[config.mk]
export PLATFORM = sky130hd
export DESIGN_NAME = hrm_control_fsm_flat
export DESIGN_NICKNAME = d
export VERILOG_FILES = /design/src/rtl/hrm_control_fsm_if.sv /design/src/rtl/hrm_control_fsm.sv /design/src/flat_wrapper.sv
export SDC_FILE = /design/constraint.sdc
export NUM_CORES = 1
export LEC_CHECK = 0
export BUFFER_PORTS_ARGS = -buffer_cell sky130_fd_sc_hd__buf_2
export CORE_AREA = 2 2 57 59
export DETAILED_ROUTE_END_ITERATION = 16
export DIE_AREA = 0 0 59 61
export GPL_TIMING_DRIVEN = 0
export PLACE_DENSITY_LB_ADDON = 0.25
export SLEW_MARGIN = 20
export SYNTH_ARGS = -nofsm -noshare
export SYNTH_HDL_FRONTEND = slang
export SYNTH_SLANG_ARGS = --single-unit
[constraint.sdc]
create_clock -name clk -period 1.7 [get_ports clk]
set_input_delay 0.255 -clock clk [delete_from_list [all_inputs] [get_ports clk]]
set_output_delay 0.255 -clock clk [all_outputs]
set_load 0.01 [all_outputs]
[src/rtl/hrm_control_fsm_if.sv]
// Control-unit port bundle: instruction and status flags into the FSM, datapath strobes out.
// master = control FSM, slave = datapath side.
interface hrm_control_fsm_if #(
    parameter int IW = 8
);
    logic [IW-1:0] INSTR;
    logic          inEmpty;
    logic          outFull;
    logic          debug;
    logic          nxtInstr;

    logic          wIR;
    logic          wR;
    logic          srcA;
    logic          wM;
    logic          wAR;
    logic          wPC;
    logic          rIn;
    logic          wO;
    logic          ijump;
    logic          branch;
    logic          rst;
    logic          halt;
    logic [1:0]    muxR;
    logic [2:0]    aluCtl;

    modport master (
        input  INSTR, inEmpty, outFull, debug, nxtInstr,
        output wIR, wR, srcA, wM, wAR, wPC, rIn, wO, ijump, branch, rst, halt, muxR, aluCtl
    );

    modport slave (
        output INSTR, inEmpty, outFull, debug, nxtInstr,
        input  wIR, wR, srcA, wM, wAR, wPC, rIn, wO, ijump, branch, rst, halt, muxR, aluCtl
    );
endinterface

[src/rtl/hrm_control_fsm.sv]
// Instruction-sequencing control FSM with Moore datapath strobes; SET opcode enabled by `HRM_CU_SET_EN.
// Latency: one state per cycle, memory-access states (FETCH_I/FETCH_O/READMEM/READMEM2) held MEM_LAT cycles.
// Backpressure: stalls in WAIT_INBOX/WAIT_OUTBOX on inEmpty/outFull and in WAIT_KEY while single-stepping.
module hrm_control_fsm #(
    parameter int IW      = 8,
    parameter int MEM_LAT = 1
) (
    input  logic               clk,
    input  logic               i_rst,
    hrm_control_fsm_if.master  bus
);

    typedef enum logic [4:0] {
        S_RESET       = 5'd0,
        S_FETCH_I     = 5'd1,
        S_WAIT_KEY    = 5'd2,
        S_LOAD_IR     = 5'd3,
        S_DECODE      = 5'd4,
        S_WAIT_INBOX  = 5'd5,
        S_WAIT_OUTBOX = 5'd6,
        S_INBOX       = 5'd7,
        S_OUTBOX      = 5'd8,
        S_INC_PC      = 5'd9,
        S_INCPC2      = 5'd10,
        S_FETCH_O     = 5'd11,
        S_JUMP        = 5'd12,
        S_JUMPZ       = 5'd13,
        S_JUMPN       = 5'd14,
        S_LOAD_AR     = 5'd15,
        S_LOAD_AR2    = 5'd16,
        S_READMEM     = 5'd17,
        S_READMEM2    = 5'd18,
        S_COPYFROM    = 5'd19,
        S_ADD         = 5'd20,
        S_SUB         = 5'd21,
        S_BUMPP       = 5'd22,
        S_BUMPM       = 5'd23,
        S_COPYTO      = 5'd24,
`ifdef HRM_CU_SET_EN
        S_SET         = 5'd26,
`endif
        S_HALT        = 5'd25
    } state_t;

    localparam logic [3:0] OP_INBOX    = 4'h0;
    localparam logic [3:0] OP_OUTBOX   = 4'h1;
    localparam logic [3:0] OP_COPYFROM = 4'h2;
    localparam logic [3:0] OP_COPYTO   = 4'h3;
    localparam logic [3:0] OP_ADD      = 4'h4;
    localparam logic [3:0] OP_SUB      = 4'h5;
    localparam logic [3:0] OP_BUMPP    = 4'h6;
    localparam logic [3:0] OP_BUMPM    = 4'h7;
    localparam logic [3:0] OP_JUMP     = 4'h8;
    localparam logic [3:0] OP_JUMPZ    = 4'h9;
    localparam logic [3:0] OP_JUMPN    = 4'hA;
    localparam logic [3:0] OP_NOP_B    = 4'hB;
    localparam logic [3:0] OP_NOP_C    = 4'hC;
    localparam logic [3:0] OP_NOP_D    = 4'hD;
    localparam logic [3:0] OP_SET      = 4'hE;
    localparam logic [3:0] OP_HALT     = 4'hF;

    localparam logic [1:0] MUX_IN  = 2'b00;
    localparam logic [1:0] MUX_MEM = 2'b01;
    localparam logic [1:0] MUX_ALU = 2'b11;
`ifdef HRM_CU_SET_EN
    localparam logic [1:0] MUX_IMM = 2'b10;
`endif

    localparam logic [2:0] ALU_ADD = 3'b000;
    localparam logic [2:0] ALU_SUB = 3'b001;
    localparam logic [2:0] ALU_INC = 3'b010;
    localparam logic [2:0] ALU_DEC = 3'b011;
    localparam logic [2:0] ALU_NEG = 3'b100;

    localparam logic [1:0] LAT_LAST = 2'(MEM_LAT - 1);

    state_t     state;
    state_t     state_nxt;
    logic [1:0] lat_cnt;
    logic       lat_done;
    logic       is_lat;
    logic [3:0] opcode;
    logic       indirect;
    logic       unused_instr_bits;

    assign opcode   = bus.INSTR[IW-1 -: 4];
    assign indirect = bus.INSTR[IW-5];
    // Operand bits below the indirect flag belong to the datapath only.
    assign unused_instr_bits = ^bus.INSTR;

    assign is_lat   = (state == S_FETCH_I) || (state == S_FETCH_O) ||
                      (state == S_READMEM) || (state == S_READMEM2);
    assign lat_done = (lat_cnt == LAT_LAST);

    // Counter restarts on every state change so each memory state sees a fresh MEM_LAT window.
    always_ff @(posedge clk or posedge i_rst) begin
        if (i_rst) begin
            state   <= S_RESET;
            lat_cnt <= '0;
        end else begin
            state <= state_nxt;
            if (state_nxt != state) begin
                lat_cnt <= '0;
            end else if (is_lat) begin
                lat_cnt <= lat_cnt + 2'd1;
            end
        end
    end

    always_comb begin
        state_nxt = state;
        case (state)
            S_RESET:       state_nxt = S_FETCH_I;
            S_FETCH_I:     if (lat_done) state_nxt = bus.debug ? S_WAIT_KEY : S_LOAD_IR;
            S_WAIT_KEY:    if (bus.nxtInstr) state_nxt = S_LOAD_IR;
            S_LOAD_IR:     state_nxt = S_DECODE;
            S_DECODE: begin
                case (opcode)
                    OP_INBOX:  state_nxt = bus.inEmpty ? S_WAIT_INBOX : S_INBOX;
                    OP_OUTBOX: state_nxt = bus.outFull ? S_WAIT_OUTBOX : S_OUTBOX;
                    OP_HALT:   state_nxt = S_HALT;
                    OP_NOP_B, OP_NOP_C, OP_NOP_D: state_nxt = S_INC_PC;
`ifndef HRM_CU_SET_EN
                    OP_SET:    state_nxt = S_INC_PC;
`endif
                    default:   state_nxt = S_INCPC2;
                endcase
            end
            S_WAIT_INBOX:  if (!bus.inEmpty) state_nxt = S_INBOX;
            S_WAIT_OUTBOX: if (!bus.outFull) state_nxt = S_OUTBOX;
            S_INBOX, S_OUTBOX, S_COPYFROM, S_ADD, S_SUB, S_COPYTO:
                           state_nxt = S_INC_PC;
            S_INC_PC, S_JUMP, S_JUMPZ, S_JUMPN:
                           state_nxt = S_FETCH_I;
            S_INCPC2:      state_nxt = S_FETCH_O;
            S_FETCH_O: begin
                if (lat_done) begin
                    case (opcode)
                        OP_JUMP:  state_nxt = S_JUMP;
                        OP_JUMPZ: state_nxt = S_JUMPZ;
                        OP_JUMPN: state_nxt = S_JUMPN;
`ifdef HRM_CU_SET_EN
                        OP_SET:   state_nxt = S_SET;
`endif
                        default:  state_nxt = S_LOAD_AR;
                    endcase
                end
            end
            S_LOAD_AR: begin
                if (indirect)                 state_nxt = S_READMEM2;
                else if (opcode == OP_COPYTO) state_nxt = S_COPYTO;
                else                          state_nxt = S_READMEM;
            end
            S_READMEM2:    if (lat_done) state_nxt = S_LOAD_AR2;
            S_LOAD_AR2:    state_nxt = (opcode == OP_COPYTO) ? S_COPYTO : S_READMEM;
            S_READMEM: begin
                if (lat_done) begin
                    case (opcode)
                        OP_COPYFROM: state_nxt = S_COPYFROM;
                        OP_ADD:      state_nxt = S_ADD;
                        OP_SUB:      state_nxt = S_SUB;
                        OP_BUMPP:    state_nxt = S_BUMPP;
                        OP_BUMPM:    state_nxt = S_BUMPM;
                        default:     state_nxt = S_HALT;
                    endcase
                end
            end
            S_BUMPP, S_BUMPM: state_nxt = S_COPYTO;
`ifdef HRM_CU_SET_EN
            S_SET:         state_nxt = S_INC_PC;
`endif
            S_HALT:        state_nxt = S_HALT;
            default:       state_nxt = S_RESET;
        endcase
    end

    always_comb begin
        bus.wIR    = 1'b0;
        bus.wR     = 1'b0;
        bus.srcA   = 1'b0;
        bus.wM     = 1'b0;
        bus.wAR    = 1'b0;
        bus.wPC    = 1'b0;
        bus.rIn    = 1'b0;
        bus.wO     = 1'b0;
        bus.ijump  = 1'b0;
        bus.branch = 1'b0;
        bus.rst    = 1'b0;
        bus.halt   = 1'b0;
        bus.muxR   = 2'b00;
        bus.aluCtl = 3'b000;
        case (state)
            S_RESET:    bus.rst = 1'b1;
            S_LOAD_IR:  bus.wIR = 1'b1;
            S_INBOX: begin
                bus.rIn  = 1'b1;
                bus.wR   = 1'b1;
                bus.muxR = MUX_IN;
            end
            S_OUTBOX:   bus.wO = 1'b1;
            S_INC_PC, S_INCPC2: bus.wPC = 1'b1;
            S_JUMP: begin
                bus.branch = 1'b1;
                bus.ijump  = 1'b1;
                bus.wPC    = 1'b1;
            end
            S_JUMPZ: begin
                bus.branch = 1'b1;
                bus.wPC    = 1'b1;
                bus.aluCtl = ALU_ADD;
            end
            S_JUMPN: begin
                bus.branch = 1'b1;
                bus.wPC    = 1'b1;
                bus.aluCtl = ALU_NEG;
            end
            S_LOAD_AR:  bus.wAR = 1'b1;
            S_LOAD_AR2: begin
                bus.srcA = 1'b1;
                bus.wAR  = 1'b1;
            end
            S_COPYFROM: begin
                bus.wR   = 1'b1;
                bus.muxR = MUX_MEM;
            end
            S_ADD, S_SUB, S_BUMPP, S_BUMPM: begin
                bus.wR   = 1'b1;
                bus.muxR = MUX_ALU;
                case (state)
                    S_SUB:   bus.aluCtl = ALU_SUB;
                    S_BUMPP: bus.aluCtl = ALU_INC;
                    S_BUMPM: bus.aluCtl = ALU_DEC;
                    default: bus.aluCtl = ALU_ADD;
                endcase
            end
            S_COPYTO:   bus.wM = 1'b1;
`ifdef HRM_CU_SET_EN
            S_SET: begin
                bus.wR   = 1'b1;
                bus.muxR = MUX_IMM;
            end
`endif
            S_HALT:     bus.halt = 1'b1;
            default: ;
        endcase
    end

endmodule

[src/flat_wrapper.sv]
// flat-port wrapper written by rule: the top's interface ports become plain ports
module hrm_control_fsm_flat 
#(
    parameter int IW      = 8,
    parameter int MEM_LAT = 1
)
  (clk, i_rst, bus_INSTR, bus_inEmpty, bus_outFull, bus_debug, bus_nxtInstr, bus_wIR, bus_wR, bus_srcA, bus_wM, bus_wAR, bus_wPC, bus_rIn, bus_wO, bus_ijump, bus_branch, bus_rst, bus_halt, bus_muxR, bus_aluCtl);
  hrm_control_fsm_if #(.IW(IW)) bus_i ();
  input  logic clk;
  input  logic i_rst;
  input wire logic [$bits(bus_i.INSTR)-1:0] bus_INSTR;
  input wire logic [$bits(bus_i.inEmpty)-1:0] bus_inEmpty;
  input wire logic [$bits(bus_i.outFull)-1:0] bus_outFull;
  input wire logic [$bits(bus_i.debug)-1:0] bus_debug;
  input wire logic [$bits(bus_i.nxtInstr)-1:0] bus_nxtInstr;
  output wire logic [$bits(bus_i.wIR)-1:0] bus_wIR;
  output wire logic [$bits(bus_i.wR)-1:0] bus_wR;
  output wire logic [$bits(bus_i.srcA)-1:0] bus_srcA;
  output wire logic [$bits(bus_i.wM)-1:0] bus_wM;
  output wire logic [$bits(bus_i.wAR)-1:0] bus_wAR;
  output wire logic [$bits(bus_i.wPC)-1:0] bus_wPC;
  output wire logic [$bits(bus_i.rIn)-1:0] bus_rIn;
  output wire logic [$bits(bus_i.wO)-1:0] bus_wO;
  output wire logic [$bits(bus_i.ijump)-1:0] bus_ijump;
  output wire logic [$bits(bus_i.branch)-1:0] bus_branch;
  output wire logic [$bits(bus_i.rst)-1:0] bus_rst;
  output wire logic [$bits(bus_i.halt)-1:0] bus_halt;
  output wire logic [$bits(bus_i.muxR)-1:0] bus_muxR;
  output wire logic [$bits(bus_i.aluCtl)-1:0] bus_aluCtl;
  assign bus_i.INSTR = bus_INSTR;
  assign bus_i.inEmpty = bus_inEmpty;
  assign bus_i.outFull = bus_outFull;
  assign bus_i.debug = bus_debug;
  assign bus_i.nxtInstr = bus_nxtInstr;
  assign bus_wIR = bus_i.wIR;
  assign bus_wR = bus_i.wR;
  assign bus_srcA = bus_i.srcA;
  assign bus_wM = bus_i.wM;
  assign bus_wAR = bus_i.wAR;
  assign bus_wPC = bus_i.wPC;
  assign bus_rIn = bus_i.rIn;
  assign bus_wO = bus_i.wO;
  assign bus_ijump = bus_i.ijump;
  assign bus_branch = bus_i.branch;
  assign bus_rst = bus_i.rst;
  assign bus_halt = bus_i.halt;
  assign bus_muxR = bus_i.muxR;
  assign bus_aluCtl = bus_i.aluCtl;
  hrm_control_fsm #(.IW(IW), .MEM_LAT(MEM_LAT)) u_core (.clk(clk), .i_rst(i_rst), .bus(bus_i));
endmodule
== Word level (Yosys, flattened, before mapping) ==
Cells that the tools add are included.

* Bits in writable memories: 0
* Memories kept: 0
* Bits in latches: 0
* Output and inout port bits: 17
* ROM bits: 0
* Bits in registers: 7

* Add/subtract/negate cells: 1
* $mul: 0
* Reduce and logical (&&, ||, !) cells: 16
* Magnitude comparators: 0
* Shifts and indexed selects: 0
* Bitwise operators: 0
* Equality and inequality tests: 41
* Divide/modulo/power cells: 0
* Multiplexer cells: 33

{| class="wikitable"
|+ Operators by type and width
! kind !! number
|-
| $pmux 5 s16 || 1
|-
| $eq 5x5->1 const B || 10
|-
| $eq 5x4->1 const B || 8
|-
| $mux 5 || 8
|-
| $eq 4x4->1 const B || 8
|-
| $eq 5x3->1 const B || 4
|-
| $pmux 4 s5 || 1
|-
| $pmux 5 s4 || 1
|-
| $eq 4x3->1 const B || 4
|-
| $mux 1 || 13
|-
| $pmux 2 s3 || 2
|-
| $reduce_or 6->1 || 2
|-
| $eq 5x2->1 const B || 2
|-
| $reduce_or 5->1 || 2
|-
| $eq 4x2->1 const B || 2
|-
| $mux 4 || 2
|-
| $reduce_or 4->1 || 2
|-
| $mux 2 || 3
|-
| $pmux 3 s2 || 1
|-
| $eq 5x1->1 const B || 1
|-
| $logic_not 5->1 || 1
|-
| $ne 5x5->1 || 1
|-
| $eq 4x1->1 const B || 1
|-
| $logic_not 4->1 || 1
|-
| 7 further kinds || 10
|}

== Depth between registers and ports, before layout ==
* Depth in word-level cells: 6
* Gate-level depth with buffers: 9
* Depth with buffers taken out: 8

== Least setup slack after synthesis ==
No wires, ideal clock.

* Path type: reg-to-reg
* From: register u_core.state[2]
* To: register u_core.lat_cnt[0]
* Clock period less this slack: 1.887 ns
* Path buffers: 2
* Arrival: 1.801 ns
* Cell stages (with the launch flop): 9
* Path slack: -0.187 ns
* Path through: dfrtp_1 -> buf_6 -> buf_2 -> and3b_1 -> o21a_1 -> nor4_1 -> o311ai_2 -> xnor2_1 -> nor3_1

* Word-level cells in the longest chain between the ends: 5

{| class="wikitable"
|+ RTL lines
! item !! line !! source
|-
| start: declaration || hrm_control_fsm.sv:77 || <nowiki>state_t state;</nowiki>
|-
| start signal: assignment || hrm_control_fsm.sv:101 || <nowiki>state <= state_nxt;</nowiki>
|-
| $eq 5x5->1 (tied with other cells) || hrm_control_fsm.sv:112 || <nowiki>case (state)</nowiki>
|-
| $reduce_or 6->1 (tied with other cells) || hrm_control_fsm.sv:112 ||
|-
| $pmux 5 s16 * || hrm_control_fsm.sv:112 ||
|-
| via u_core.state_nxt[3] || hrm_control_fsm.sv:78 || <nowiki>state_t state_nxt;</nowiki>
|-
| $ne 5x5->1 * || hrm_control_fsm.sv:102 || <nowiki>if (state_nxt != state) begin</nowiki>
|-
| $mux 2 or $reduce_bool 2->1 (tied branches) || - ||
|-
| end signal: assignment || hrm_control_fsm.sv:105 || <nowiki>lat_cnt <= lat_cnt + 2'd1;</nowiki>
|-
| end: declaration || hrm_control_fsm.sv:79 || <nowiki>logic [1:0] lat_cnt;</nowiki>
|}

The timed path passes the listed nets; every way through them passes the cells marked *.
A chain may end at the register's enable or synchronous reset.

== Worst setup path after layout ==
* From: register u_core.state[4]
* To: register u_core.lat_cnt[1]

* Word-level cells in the longest chain between the ends: 5

{| class="wikitable"
|+ RTL lines
! item !! line
|-
| $eq 5x5->1 (tied with other cells) || hrm_control_fsm.sv:112
|-
| $reduce_or 6->1 (tied with other cells) || hrm_control_fsm.sv:112
|-
| $pmux 5 s16 or $logic_or 1x1->1 (tied branches) || hrm_control_fsm.sv:112, hrm_control_fsm.sv:91
|-
| $ne 5x5->1 or $logic_or 1x1->1 (tied branches) || hrm_control_fsm.sv:102, hrm_control_fsm.sv:92
|-
| $mux 2 or $reduce_bool 2->1 (tied branches) || -
|}

Parallel ways exist; a longest one is shown, timed or not.

==> run summary <==
Power spread over the standard cell area amounts to 1580 nW/um^2. The CTS sink count came out at 7. The core region is 2950 sq um. After legalization and detailed placement, the total HPWL measured 2740 microns. No sink is reached through more buffers than the 2 on the longest clock path.

The tools report the required time of the critical path as 1880 ps. On the final layout, the worst clock skew is 1.42 ps. The clock edge transition at the registers on the reported setup and hold paths came out at 50 ps. Setup repair after global routing could not meet its margin everywhere. Clock tree synthesis inserted a total of 3 buffers. Each instance of the synthesized netlist takes up on average 7.31 sq um. The netlist uses 59 different library cells. Capturing element type of the critical path: a flip-flop. The tools report the number of ports placed on the die boundary as 31. The area added between synthesis and finish was 68.4%.

In this run the worst path has a maximum fanout of 8. The number of flip-flops and latches in the synthesized netlist is 7, and the warning count from the yosys run is 0. The path type of the worst min-delay path is input pin to async pin. 0 antenna diodes ended up in the layout.

Input and output buffers added on the ports amount to 27. At the pin with the least slew margin, the transition time is 584 ps. Among all flip-flop cells after synthesis, the most frequent one is sky130_fd_sc_hd__dfrtp_1. Measured against its own limit, the worst slew margin works out to 60.8%. The cell at the slowest stage of the critical path is sky130_fd_sc_hd__dfrtp_2. For the overall fraction of global-route tracks in use, the log shows 24.1%.

The run gives 1160 sq um as the area of the mapped netlist. Entering global routing, the biggest net connects 11 pins. In this run the static leakage power is 0.821 nW. The final critical path takes up 123% of the cycle. At the end of the flow, the number of nets in the layout was 235.

For this run, the detailed router's first-pass iteration total came to 5. For the initial detailed-routing violation count, the log shows 85. The run gives 252 as the final cell count without fillers. The run finished, with violations left. sky130_fd_sc_hd__dfrtp_1 takes more of the synthesized area than any other cell. For flop-to-flop paths, the worst setup slack is -400 ps. Once layout is done, the placed cells without fillers occupy 1960 sq um. The routed design has 4800 microns of wire. The count of nets left with antenna violations once routing finished came out at 0. In this design, the stage delay of the slowest critical-path cell is 470 ps. For the timing-limited maximum frequency, the log shows 0.477 GHz.

For the largest voltage drop on the vdd net, the log shows 0.808 mV. The final critical path time including I/O delays and setup is 2100 ps. The critical path is of the flip-flop to flip-flop type. Timing analysis after detailed placement gives a worst setup slack of -352 ps. The clock reaches the later pin of the worst-skew pair after 250 ps. The number of placement rows was 20. The final reports fail on negative setup slack.

Final hold violation count: 0. The initial core utilization was 39.4%; the post-synthesis net count was 174. STA classifies the critical path startpoint as a flip-flop.

Of the cells placed in the final design, the portion with a size suffix greater than 1 is 55.3%. The share of the Yosys chip area taken by registers is 15.1%. For this run the aggregate overflow at the end of global routing stands at 0.

The signal on the critical path passes through buf_6 > buf_4 > o21ai_0 > nand2_1 > nor3_1 > o31a_1 > o2111ai_2 > nor3_2. The first global-routing pass estimated 6620 microns of wire. Cell area reported after detailed placement: 1360 sq um.

The share of Yosys cell area claimed by the top area cell type was 15.1%; the instance count after placement with tap cells included was 219. Setup violations remaining at the end of the flow were counted as 19. Counting flops with a built-in enable in the synthesized netlist gives 0. After detailed routing, the average wire length per cell comes to 19.1 microns. The tools report the total of max-cap violations as 0.

The run gives 0.883 as the weighted congestion reported at the end of routability-driven placement. After filler insertion, the fill cell instance count of the layout stands at 232. The run gives 1 as the number of H-tree levels. Registers take 178 sq um. The cell sitting at the root of the clock tree is a sky130_fd_sc_hd__clkbuf_4. The routed layout has 1,604 vias.

For the count of unresolved DRC violations after routing, the log shows 0. The die outline area is 3600 sq um, and the worst path arrival time is 2270 ps. Number of global-route vias before repair: 1,407. The tools report the count of final max-slew check failures as 0. Of all flip-flops after synthesis, the portion carrying an async set or reset was 100%. The per-cell via count in the routed design came out at 6.37. Summing all multi-input logic gate instances after layout gives 1070 sq um. Measured along the y axis, the die boundary spans 61 microns.

The setup slack after layout was -398 ps; the cell count after synthesis was 159. The die is 59 microns wide. Ranked by total cell area, the synthesized netlist is headed by sky130_fd_sc_hd__dfrtp_1 (15%), sky130_fd_sc_hd__nor2_1 (5.5%), sky130_fd_sc_hd__buf_2 (5.2%). TritonCTS built the clock tree. The tools report the initial antenna violation count as 0.
[cell usage in the layout, fill, tap and decap left out, drive strengths merged, types with 3 or more instances in the layout]
master / instances
or3b: 4
or2: 4
a21oi: 5
clkbuf: 9
nor4: 5
nor2: 17
nor2b: 5
or3: 3
o22ai: 4
o21ai: 4
nand2b: 4
nand3: 5
inv: 6
nand4: 4
dfrtp: 7
nor3: 7
xnor2: 3
nand2: 9
buf: 68
[worst max-delay path, delay by kind of cell (launching register included)]
family | cells | cell delay (ps)
and+or+nand+nor | 3 | 700
AOI/OAI and AO/OA | 3 | 540
DFF | 1 | 470
buffers and inverters | 2 | 310
[flip-flops by register name (all words and copies together) (netlist names)]
signal,flops
u_core.state,5
u_core.lat_cnt,2
[cell type report]
class	instances	area share, %
Multi-Input combinational cell	127	54.6
Timing Repair Buffer	58	22.7
Sequential cell	7	9.08
Buffer	16	8.63
Tap cell	33	2.11
Inverter	7	1.53
Clock buffer	4	1.34
[report_power, final]
group | internal (mW) | leakage, nW | switching, mW
sequential | 0.228 | 0.0888 | 0.0505
combinational | 1.32 | 0.717 | 1.34
clock | 0.0896 | 0.0150 | 0.0616
total | 1.64 | 0.821 | 1.46
[cell usage after synthesis (3+ instances only)]
cell type and n:
sky130_fd_sc_hd__xnor2_1 3, sky130_fd_sc_hd__or3_1 3, sky130_fd_sc_hd__or2_2 3, sky130_fd_sc_hd__nand3_1 5, sky130_fd_sc_hd__o21ai_0 4, sky130_fd_sc_hd__nand2_1 9, sky130_fd_sc_hd__buf_2 12, sky130_fd_sc_hd__nand4_1 4
sky130_fd_sc_hd__nor2b_1 5, sky130_fd_sc_hd__o22ai_1 4, sky130_fd_sc_hd__nor3_1 7, sky130_fd_sc_hd__nand2b_1 4, sky130_fd_sc_hd__inv_1 7, sky130_fd_sc_hd__nor2_1 17, sky130_fd_sc_hd__clkbuf_1 4, sky130_fd_sc_hd__nor4_1 4
sky130_fd_sc_hd__a21oi_1 5, sky130_fd_sc_hd__dfrtp_1 7
[path summary, 6_finish.rpt]
path	startpoint	to	depth (start not counted)
worst max-delay path	u_core.state[4]	u_core.lat_cnt[1]	8
worst min-delay path	i_rst	u_core.state[1]	3
worst max register to register	u_core.state[4]	u_core.lat_cnt[1]	8
worst min register to register	u_core.lat_cnt[0]	u_core.lat_cnt[0]	2
max in group asynchronous	i_rst	u_core.state[4]	3
min in group clk	bus_INSTR[5]	u_core.state[3]	3
[repair_timing]
item / in CTS / in global routing
setup endpoints to repair: 18 / 20
pin swaps: 6 / 14
setup buffers: 13 / 15
gates cloned: 1 / 1
gates resized for setup: 37 / 41
hold buffers: 1 / 0
endpoints found under the hold margin: 7 / 0
[cells by family (layout without fill, tap and decap cells)]
group,count (synthesis),after routing,share of synthesized area [%]
muxes,2,2,2.26
xor gates and xnor gates,4,4,3.01
buffers and inverters,25,85,10.7
and+or+nand+nor,83,83,42.9
adders and majority gates,1,1,1.08
AOI/OAI and AO/OA,37,37,25.0
DFF,7,7,15.1
[through the flow]
stage                     hold slack, ps  util, %  setup TNS [ps]  power [mW]
after floorplan                     58.4        -            -198        1.53
after global placement               183     46.0           -1030        1.91
after detailed placement             185     46.0           -1150        1.93
after CTS                            422     55.6           -1390        2.48
after global routing                 498     66.3           -3340        3.26
final                                470     66.3           -2400        3.10
[routing by layer]
metal	global-route usage (%)	up-vias	wire length (microns)
li1	-	713	-
met1	31.7	756	1840
met2	39.8	115	2330
met3	4.48	20	463
met4	7.79	0	171
met5	0	-	0
Power figures use the tool's default switching activity.
